`src/rtl/video_pattern_gen.sv`:
```
// video_pattern_gen: run-time configurable video timing and test-pattern generator, config shadowed per frame.
// Define VPG_MOVING_BAR_EN to turn pattern 7 into a 16-px white bar that moves one pixel per frame.
module video_pattern_gen #(
    parameter int COLOR_W = 8,
    parameter int CNT_W   = 12,
    parameter int CHK_SH  = 5
) (
    input  logic               clk,
    input  logic               rst,
    input  logic               en,
    input  logic [CNT_W-1:0]   h_active,
    input  logic [CNT_W-1:0]   h_fp,
    input  logic [CNT_W-1:0]   h_sync,
    input  logic [CNT_W-1:0]   h_bp,
    input  logic [CNT_W-1:0]   v_active,
    input  logic [CNT_W-1:0]   v_fp,
    input  logic [CNT_W-1:0]   v_sync,
    input  logic [CNT_W-1:0]   v_bp,
    input  logic               hs_pol,
    input  logic               vs_pol,
    input  logic [2:0]         mode,
    output logic               hs,
    output logic               vs,
    output logic               de,
    output logic [COLOR_W-1:0] rgb_r,
    output logic [COLOR_W-1:0] rgb_g,
    output logic [COLOR_W-1:0] rgb_b,
    output logic [CNT_W-1:0]   pix_x,
    output logic [CNT_W-1:0]   pix_y,
    output logic               frame_start,
    output logic               cfg_err
);
    localparam logic [0:0] IDLE = 1'b0;
    localparam logic [0:0] RUN  = 1'b1;
    localparam int TW = CNT_W + 2;
    localparam logic [CNT_W-1:0] ONE = CNT_W'(1);
    localparam logic [TW-1:0] MAXT = TW'((2 ** CNT_W) - 1);

    logic [0:0] state;
    logic [CNT_W-1:0] hcnt, vcnt, bx, bw;
    logic [3:0] bi;
    logic [CNT_W-1:0] s_ha, s_hss, s_hse, s_htl, s_va, s_vss, s_vse, s_vtl;
    logic s_hpol, s_vpol;
    logic [2:0] s_mode, c;
    logic [TW-1:0] htw, vtw;
    logic legal, h_end, f_end, bound, go, h_act, v_act, hsy, vsy, dc, bar_end, mark;

    assign htw = TW'(h_active) + TW'(h_fp) + TW'(h_sync) + TW'(h_bp);
    assign vtw = TW'(v_active) + TW'(v_fp) + TW'(v_sync) + TW'(v_bp);
    assign legal = |h_active && |v_active && |h_sync && |v_sync && htw <= MAXT && vtw <= MAXT;
    assign h_end = hcnt == s_htl;
    assign f_end = state == RUN && h_end && vcnt == s_vtl;
    assign bound = state == IDLE || f_end;
    assign go = bound && en && legal;
    assign h_act = hcnt < s_ha;
    assign v_act = vcnt < s_va;
    assign hsy = hcnt >= s_hss && hcnt < s_hse;
    assign vsy = vcnt >= s_vss && vcnt < s_vse;
    assign dc = h_act && v_act;
    assign bw = s_ha >> 3;
    assign bar_end = bx == bw - ONE;

    always_ff @(posedge clk) begin
        if (rst) begin
            {s_ha, s_hss, s_hse, s_htl, s_va, s_vss, s_vse, s_vtl} <= '0;
            {s_hpol, s_vpol, s_mode} <= '0;
        end else if (go) begin
            s_ha   <= h_active;
            s_hss  <= h_active + h_fp;
            s_hse  <= h_active + h_fp + h_sync;
            s_htl  <= htw[CNT_W-1:0] - ONE;
            s_va   <= v_active;
            s_vss  <= v_active + v_fp;
            s_vse  <= v_active + v_fp + v_sync;
            s_vtl  <= vtw[CNT_W-1:0] - ONE;
            s_hpol <= hs_pol;
            s_vpol <= vs_pol;
            s_mode <= mode;
        end
    end

    always_ff @(posedge clk) begin
        if (rst) begin
            state   <= IDLE;
            cfg_err <= 1'b0;
        end else if (bound) begin
            state <= go ? RUN : IDLE;
            if (en) cfg_err <= !legal;
        end
    end

    // bx/bi track position inside the current colour bar, avoiding a divider
    always_ff @(posedge clk) begin
        if (rst || bound || h_end) begin
            hcnt <= '0;
            bx   <= '0;
            bi   <= '0;
            vcnt <= (rst || bound) ? '0 : vcnt + ONE;
        end else begin
            hcnt <= hcnt + ONE;
            bx   <= bar_end ? '0 : bx + ONE;
            bi   <= (bar_end && !bi[3]) ? bi + 4'd1 : bi;
        end
    end

`ifdef VPG_MOVING_BAR_EN
    logic [CNT_W-1:0] fcnt;
    always_ff @(posedge clk) begin
        if (rst || state == IDLE) fcnt <= '0;
        else if (f_end) fcnt <= (fcnt + ONE >= s_ha) ? '0 : fcnt + ONE;
    end
    assign mark = hcnt >= fcnt && hcnt - fcnt < CNT_W'(16);
`else
    assign mark = hcnt[CHK_SH] ^ vcnt[CHK_SH];
`endif

    // c = {r,g,b} full-on flags; bar order falls out of inverted index bits
    always_comb begin
        c = 3'b000;
        case (s_mode)
            3'd0:    c = (bi[3] || bw == '0) ? 3'b000 : ~{bi[1], bi[2], bi[0]};
            3'd2:    c = 3'b111;
            3'd4:    c = 3'b100;
            3'd5:    c = 3'b010;
            3'd6:    c = 3'b001;
            3'd7:    c = {3{mark}};
            default: c = 3'b000;
        endcase
    end

    always_ff @(posedge clk) begin
        if (rst || state == IDLE) begin
            de          <= 1'b0;
            hs          <= ~hs_pol;
            vs          <= ~vs_pol;
            frame_start <= 1'b0;
            rgb_r       <= '0;
            rgb_g       <= '0;
            rgb_b       <= '0;
            pix_x       <= '0;
            pix_y       <= '0;
        end else begin
            de          <= dc;
            hs          <= ~(hsy ^ s_hpol);
            vs          <= ~(vsy ^ s_vpol);
            frame_start <= hcnt == '0 && vcnt == '0;
            rgb_r       <= !dc ? '0 : s_mode == 3'd1 ? hcnt[COLOR_W-1:0] : {COLOR_W{c[2]}};
            rgb_g       <= !dc ? '0 : s_mode == 3'd1 ? hcnt[COLOR_W-1:0] : {COLOR_W{c[1]}};
            rgb_b       <= !dc ? '0 : s_mode == 3'd1 ? hcnt[COLOR_W-1:0] : {COLOR_W{c[0]}};
            pix_x       <= dc ? hcnt : '0;
            pix_y       <= dc ? vcnt : '0;
        end
    end
endmodule

```
`config.mk`:
```
export PLATFORM = sky130hd
export DESIGN_NAME = video_pattern_gen
export DESIGN_NICKNAME = d
export VERILOG_FILES = /design/src/rtl/video_pattern_gen.sv
export SDC_FILE = /design/constraint.sdc
export NUM_CORES = 1
export LEC_CHECK = 0
export BUFFER_PORTS_ARGS = -buffer_cell sky130_fd_sc_hd__buf_2
export CAP_MARGIN = 10
export CORE_MARGIN = 2
export CORE_UTILIZATION = 30
export CTS_CLUSTER_SIZE = 12
export DETAILED_ROUTE_END_ITERATION = 16
export GPL_ROUTABILITY_DRIVEN = 0
export HOLD_SLACK_MARGIN = 0.1
export SLEW_MARGIN = 5
export SYNTH_ARGS = -nofsm -noshare
export SYNTH_HDL_FRONTEND = slang
export SYNTH_SLANG_ARGS = --single-unit
```
`constraint.sdc`:
```
create_clock -name clk -period 7.5 [get_ports clk]
set_input_delay 0 -clock clk [delete_from_list [all_inputs] [get_ports clk]]
set_output_delay 0 -clock clk [all_outputs]
set_load 0.05 [all_outputs]
```
# Yosys cells after proc, flatten, opt, wreduce, memory -nomap -nowiden

Cells that the tools add are included.

Magnitude comparators: 8
Add/subtract/negate cells: 17
Multiplexer cells: 8
Reduce and logical (&&, ||, !) cells: 32
Equality and inequality tests: 9
Bitwise gates (word level): 10

Operators by type and width:

| kind                                                  | number |
|---|---|
| adder 12 bit                                          | 4 |
| < comparator 12 bit                                   | 4 |
| OR reduction 12 bit                                   | 4 |
| adder 12 x 1 -> 12 bit, second input constant         | 3 |
| equality test 12 bit                                  | 3 |
| logical NOT 12 bit                                    | 3 |
| adder 13 x 12 -> 14 bit                               | 2 |
| adder 14 x 12 -> 14 bit                               | 2 |
| <= comparator 14 x 12 -> 1 bit, second input constant | 2 |
| adder 12 x 12 -> 13 bit                               | 2 |
| greater-or-equal comparator 12 bit                    | 2 |
| two-way mux 8 bit                                     | 3 |
| subtractor 12 x 1 -> 12 bit, second input constant    | 2 |
| one-hot mux 3 bit (6 select lines)                    | 1 |
| logical AND 1 bit                                     | 14 |
| equality test 3 bit, second input constant            | 4 |
| subtractor 9 x 1 -> 10 bit, second input constant     | 1 |
| NOT 1 bit                                             | 6 |
| logical OR 1 bit                                      | 5 |
| adder 4 x 1 -> 4 bit, second input constant           | 1 |
| OR reduction 2 bit                                    | 2 |
| equality test 3 x 1 -> 1 bit, second input constant   | 1 |
| equality test 3 x 2 -> 1 bit, second input constant   | 1 |
| logical NOT 3 bit                                     | 1 |
| 6 further kinds                                       | 11 |

Input bits: 104
Word-level logic and storage cells: 110
Register bits after elaboration: 195
Output and inout port bits: 53

# Depth between registers and ports, before layout

Word-level depth: 8
Mapped depth: 17
Gate-level depth less buffers: 17

# Worst setup path after synthesis

Ideal clock, no wire load.

Kind: input to register
From: input port v_active[2]
To: register s_hss[10]
Arrival time: 3345 ps
Library setup time: 128 ps
Required time: 7372 ps
Setup slack: 4028 ps
Stages on the path: 15
Path buffers: 2
Cells stage by stage: inv_1 > fa_1 > fa_1 > inv_1 > ha_1 > a21oi_1 > o2111ai_1 > a31o_1 > o41a_1 > o31a_1 > nor4_4 > buf_6 > buf_6 > mux2i_1 > nor2_1

Longest elaborated chain between the ends: 7
Elaborated cells on any way between the ends: 11
Classes of those cells: 3 x add/sub; 1 x order compare; 7 x reduce/logical

RTL lines:

| item                                                            | line | text |
|---|---|---|
| from (decl)                                                     | 15   | `input logic [CNT_W-1:0] v_active,` |
| branches (longest 5 deep; another with adder 13 x 12 -> 14 bit) | --   |  |
| logical AND 1 bit *                                             | 50   | `assign legal = \|h_active && \|v_active && \|h_sync && \|v_sync && htw <= MAXT && vtw <= MAXT;` |
| logical AND 1 bit *                                             | 54   | `assign go = bound && en && legal;` |
| to (signal assigned)                                            | 69   | `s_hss <= h_active + h_fp;` |
| to (decl)                                                       | 42   | `logic [CNT_W-1:0] s_ha, s_hss, s_hse, s_htl, s_va, s_vss, s_vse, s_vtl;` |

Every way passes the cells marked *.
A chain may end at the register's enable or synchronous reset.

# Worst setup path after layout

From: input port v_active[1]
To: register s_hss[6]

The elaborated chain is that of the path after synthesis.

==> run metrics <==
Avg Cell Area, Syn 8.657 um^2; Final Critical Period 4.995 ns; Num CTS Buffers 17; sequential area share after synthesis 27.67%; Slew HR a little over a fifth; Skew-Pair Late Insertion Delay 0.45 ns; DP Worst Slack 2.579 ns; Worst VDD drop 160.2 uV; flops & latches, synth roughly 200; setup_tns 0 ns; Initial Utilization 30.40%; compound-cell area share of the yosys netlist approximately 15%; ys flop type dfxtp_1; Synth Area in XOR/XNOR about 8.2%; synthesis-to-finish area growth 16.31%; Die W 224.2 um; Core Area approximately 0.048 mm^2; Internal between 2 and 2.5 mW; skew final about 0.019 ns; Slew Limit Fails 0; Post-synth EDFFs 12; Die Y-Extent approximately 220 um; number of antenna diodes 0; final std cells w/o fill 2472; mapped cell area 0.01454 mm^2; crit path DAT 5.32 ns; Clk pwr share 23.2%; Tot GR Track Use 16.59%; Final ANT Viol Nets 0; final net count 2151; GRT met1 Usage 21.39%; max cap viols 0; Setup WS post-layout 2.505 ns; crit-path max FO 29; CP startpoint kind input pin; Period Utilization, post-route 66.60%; # DRC 0; Clock Pin Slew Worst Setup and Hold Paths around 0.08 ns; Syn Inst Count 1680; Reg power frac between 20 and 30%; WP data required just under 8 ns; Tot Pwr 3.961 mW; status finished clean; clock tree sinks 195; worst slew pin tran between 1 and 1.5 ns; placed wire-length estimate around 32000 um; CTS tree built; ys async rst share 0%; Psw between 1.5 and 2 mW; most common cell after layout, fill and taps aside inv_1; largest family of logic cells by synthesized area adder cells; # IOs 157; global-route track usage on met3 2.571%; Sw Ratio 40.97%; endpoints failing hold 0; adder-cell area share of the yosys netlist 20.15%; Port Buffer Count 156; cts repair resizes 0; Synth Warn # 0; nature of the critical path endpoint flop; Core Rows 80; unrepaired setup endpoints after global routing false; PwrDens 234.2 mW/mm^2; WL/cell 16.75 um; Top Usage Layer GRT met2; Post-Syn Nets 1987; met2 usage approximately 29%; total routed wirelength roughly 41000 um; Post-Synth Simple-Gate Area 14.82%; layout cells sized above 1 between 10% and 20%; placed instance area between 0.015 and 0.02 mm^2; dpl cells 2400; routed via count 12160; total grt overflow 0; Clock Tree Buf Depth 2; H-tree Lvls 4; largest net degree at the start of global routing 77; initial antenna violation count 2; Leak 7.200 nW; routed vias/inst 4.921; leading cell types in the layout, fill and taps excluded 246 x inv_1, 194 x nor2_1, 183 x dfxtp_1; part of the power in combinational logic 47.0%; Hold WS between 0.15 and 0.2 ns; post-synth cell types around 70; fin util 35.36%; cell area after layout about 0.017 mm^2; DR iter-0 viols 699; multiplexer area fraction after synthesis roughly 5.6%; final setup vio count 0; setup bufs post-CTS 0; Achievable Freq 200.2 MHz; Root Buffer Master clkbuf_16; worst hold path type input pin to flop; first-pass GRT wire length 65460 um; vias in the first global route between 10000 and 15000; Die ar. 0.05026 mm^2; crit path kind input pin to flop; number of iterations in the first detailed-routing pass 5
[area by class of cell]
class,count,area (um^2)
fill,4934,30930
multi-input combinational,1174,9295
sequential,195,4024
timing repair buffer,210,1319
inverter,246,923.4
tap,615,769.5
clock buffer,19,454.2
clock inverter,13,131.4
[per-layer routing]
| layer | up-vias | wire length (um) |
|---|---|---|
| li1 | 6076 | - |
| met1 | 5729 | 19120 |
| met2 | 297 | 19660 |
| met3 | 58 | 1774 |
| met4 | 4 | 829 |
| met5 | - | 23 |
[logic make-up (layout without fill, tap and decap cells)]
kind of cell,Yosys count,in the layout
mux,81,81
buf+inv,311,488
simple gates,442,442
compound gates,312,312
xor+xnor,136,136
flops,195,195
fa+ha+maj,203,203
[cells in the mapped netlist, drive strengths merged, types with 4 or more instances]
library cell | count | area [um^2]
fa | 52 | 1041
o21a | 9 | 67.56
nor3b | 5 | 42.54
ha | 151 | 1889
a21oi | 73 | 365.4
mux2i | 80 | 800.8
clkbuf | 46 | 172.7
nand3b | 6 | 45.04
o211ai | 5 | 37.54
inv | 246 | 923.4
buf | 19 | 157.6
xor2 | 52 | 455.4
nand2b | 25 | 156.4
dfxtp | 183 | 3664
and3 | 17 | 106.4
nor2 | 195 | 734.5
edfxtp | 12 | 360.4
nand4 | 9 | 56.30
o41ai | 7 | 61.31
nor4 | 31 | 215.2
or2 | 4 | 25.02
nand2 | 38 | 142.6
nor3 | 33 | 170.2
a21o | 38 | 285.3
a31oi | 5 | 31.28
xnor2 | 84 | 735.7
a211oi | 85 | 688.2
o2111ai | 7 | 61.31
o31ai | 7 | 52.55
or3 | 7 | 43.79
o21ai | 36 | 180.2
a2111oi | 5 | 45.04
nand3 | 45 | 225.2
nor2b | 15 | 93.84
[final timing paths]
path | cells past startpoint | startpoint | end | slack [ns]
worst max-delay path | 18 | v_active[1] | s_hss[6] | 2.50
worst min-delay path | 4 | h_fp[1] | s_hss[1] | 0.17
worst max register to register | 9 | vcnt[6] | s_hss[6] | 3.77
worst min register to register | 2 | s_hse[10] | s_hse[10] | 0.48
[power groups by stage]
stage	clock network, mW	registers (mW)	logic (mW)
after floorplan	0	1.19	1.43
after global placement	0	1.20	1.79
final	0.918	1.18	1.86
after CTS	0.941	1.18	1.86
after global routing	0.983	1.19	2.07
after detailed placement	0	1.21	1.83
[worst max-delay path, stage by stage]
cell	delay (ns)
dlygate4sd3_1	0.53
buf_2	0.16
inv_1	0.10
fa_1	0.50
fa_1	0.52
inv_1	0.04
ha_1	0.24
inv_1	0.08
fa_1	0.29
nand2b_1	0.23
a21oi_1	0.13
nor2b_1	0.13
o21ai_1	0.10
o31a_1	0.36
nor4_4	1.04
buf_4	0.53
mux2i_1	0.26
nor2_1	0.05
[repair_timing]
item                                   4_1_cts  5_1_grt
setup endpoints to repair                    0        0
endpoints found under the hold margin       65        0
hold buffers                                39        0
Power figures use the tool's default switching activity.
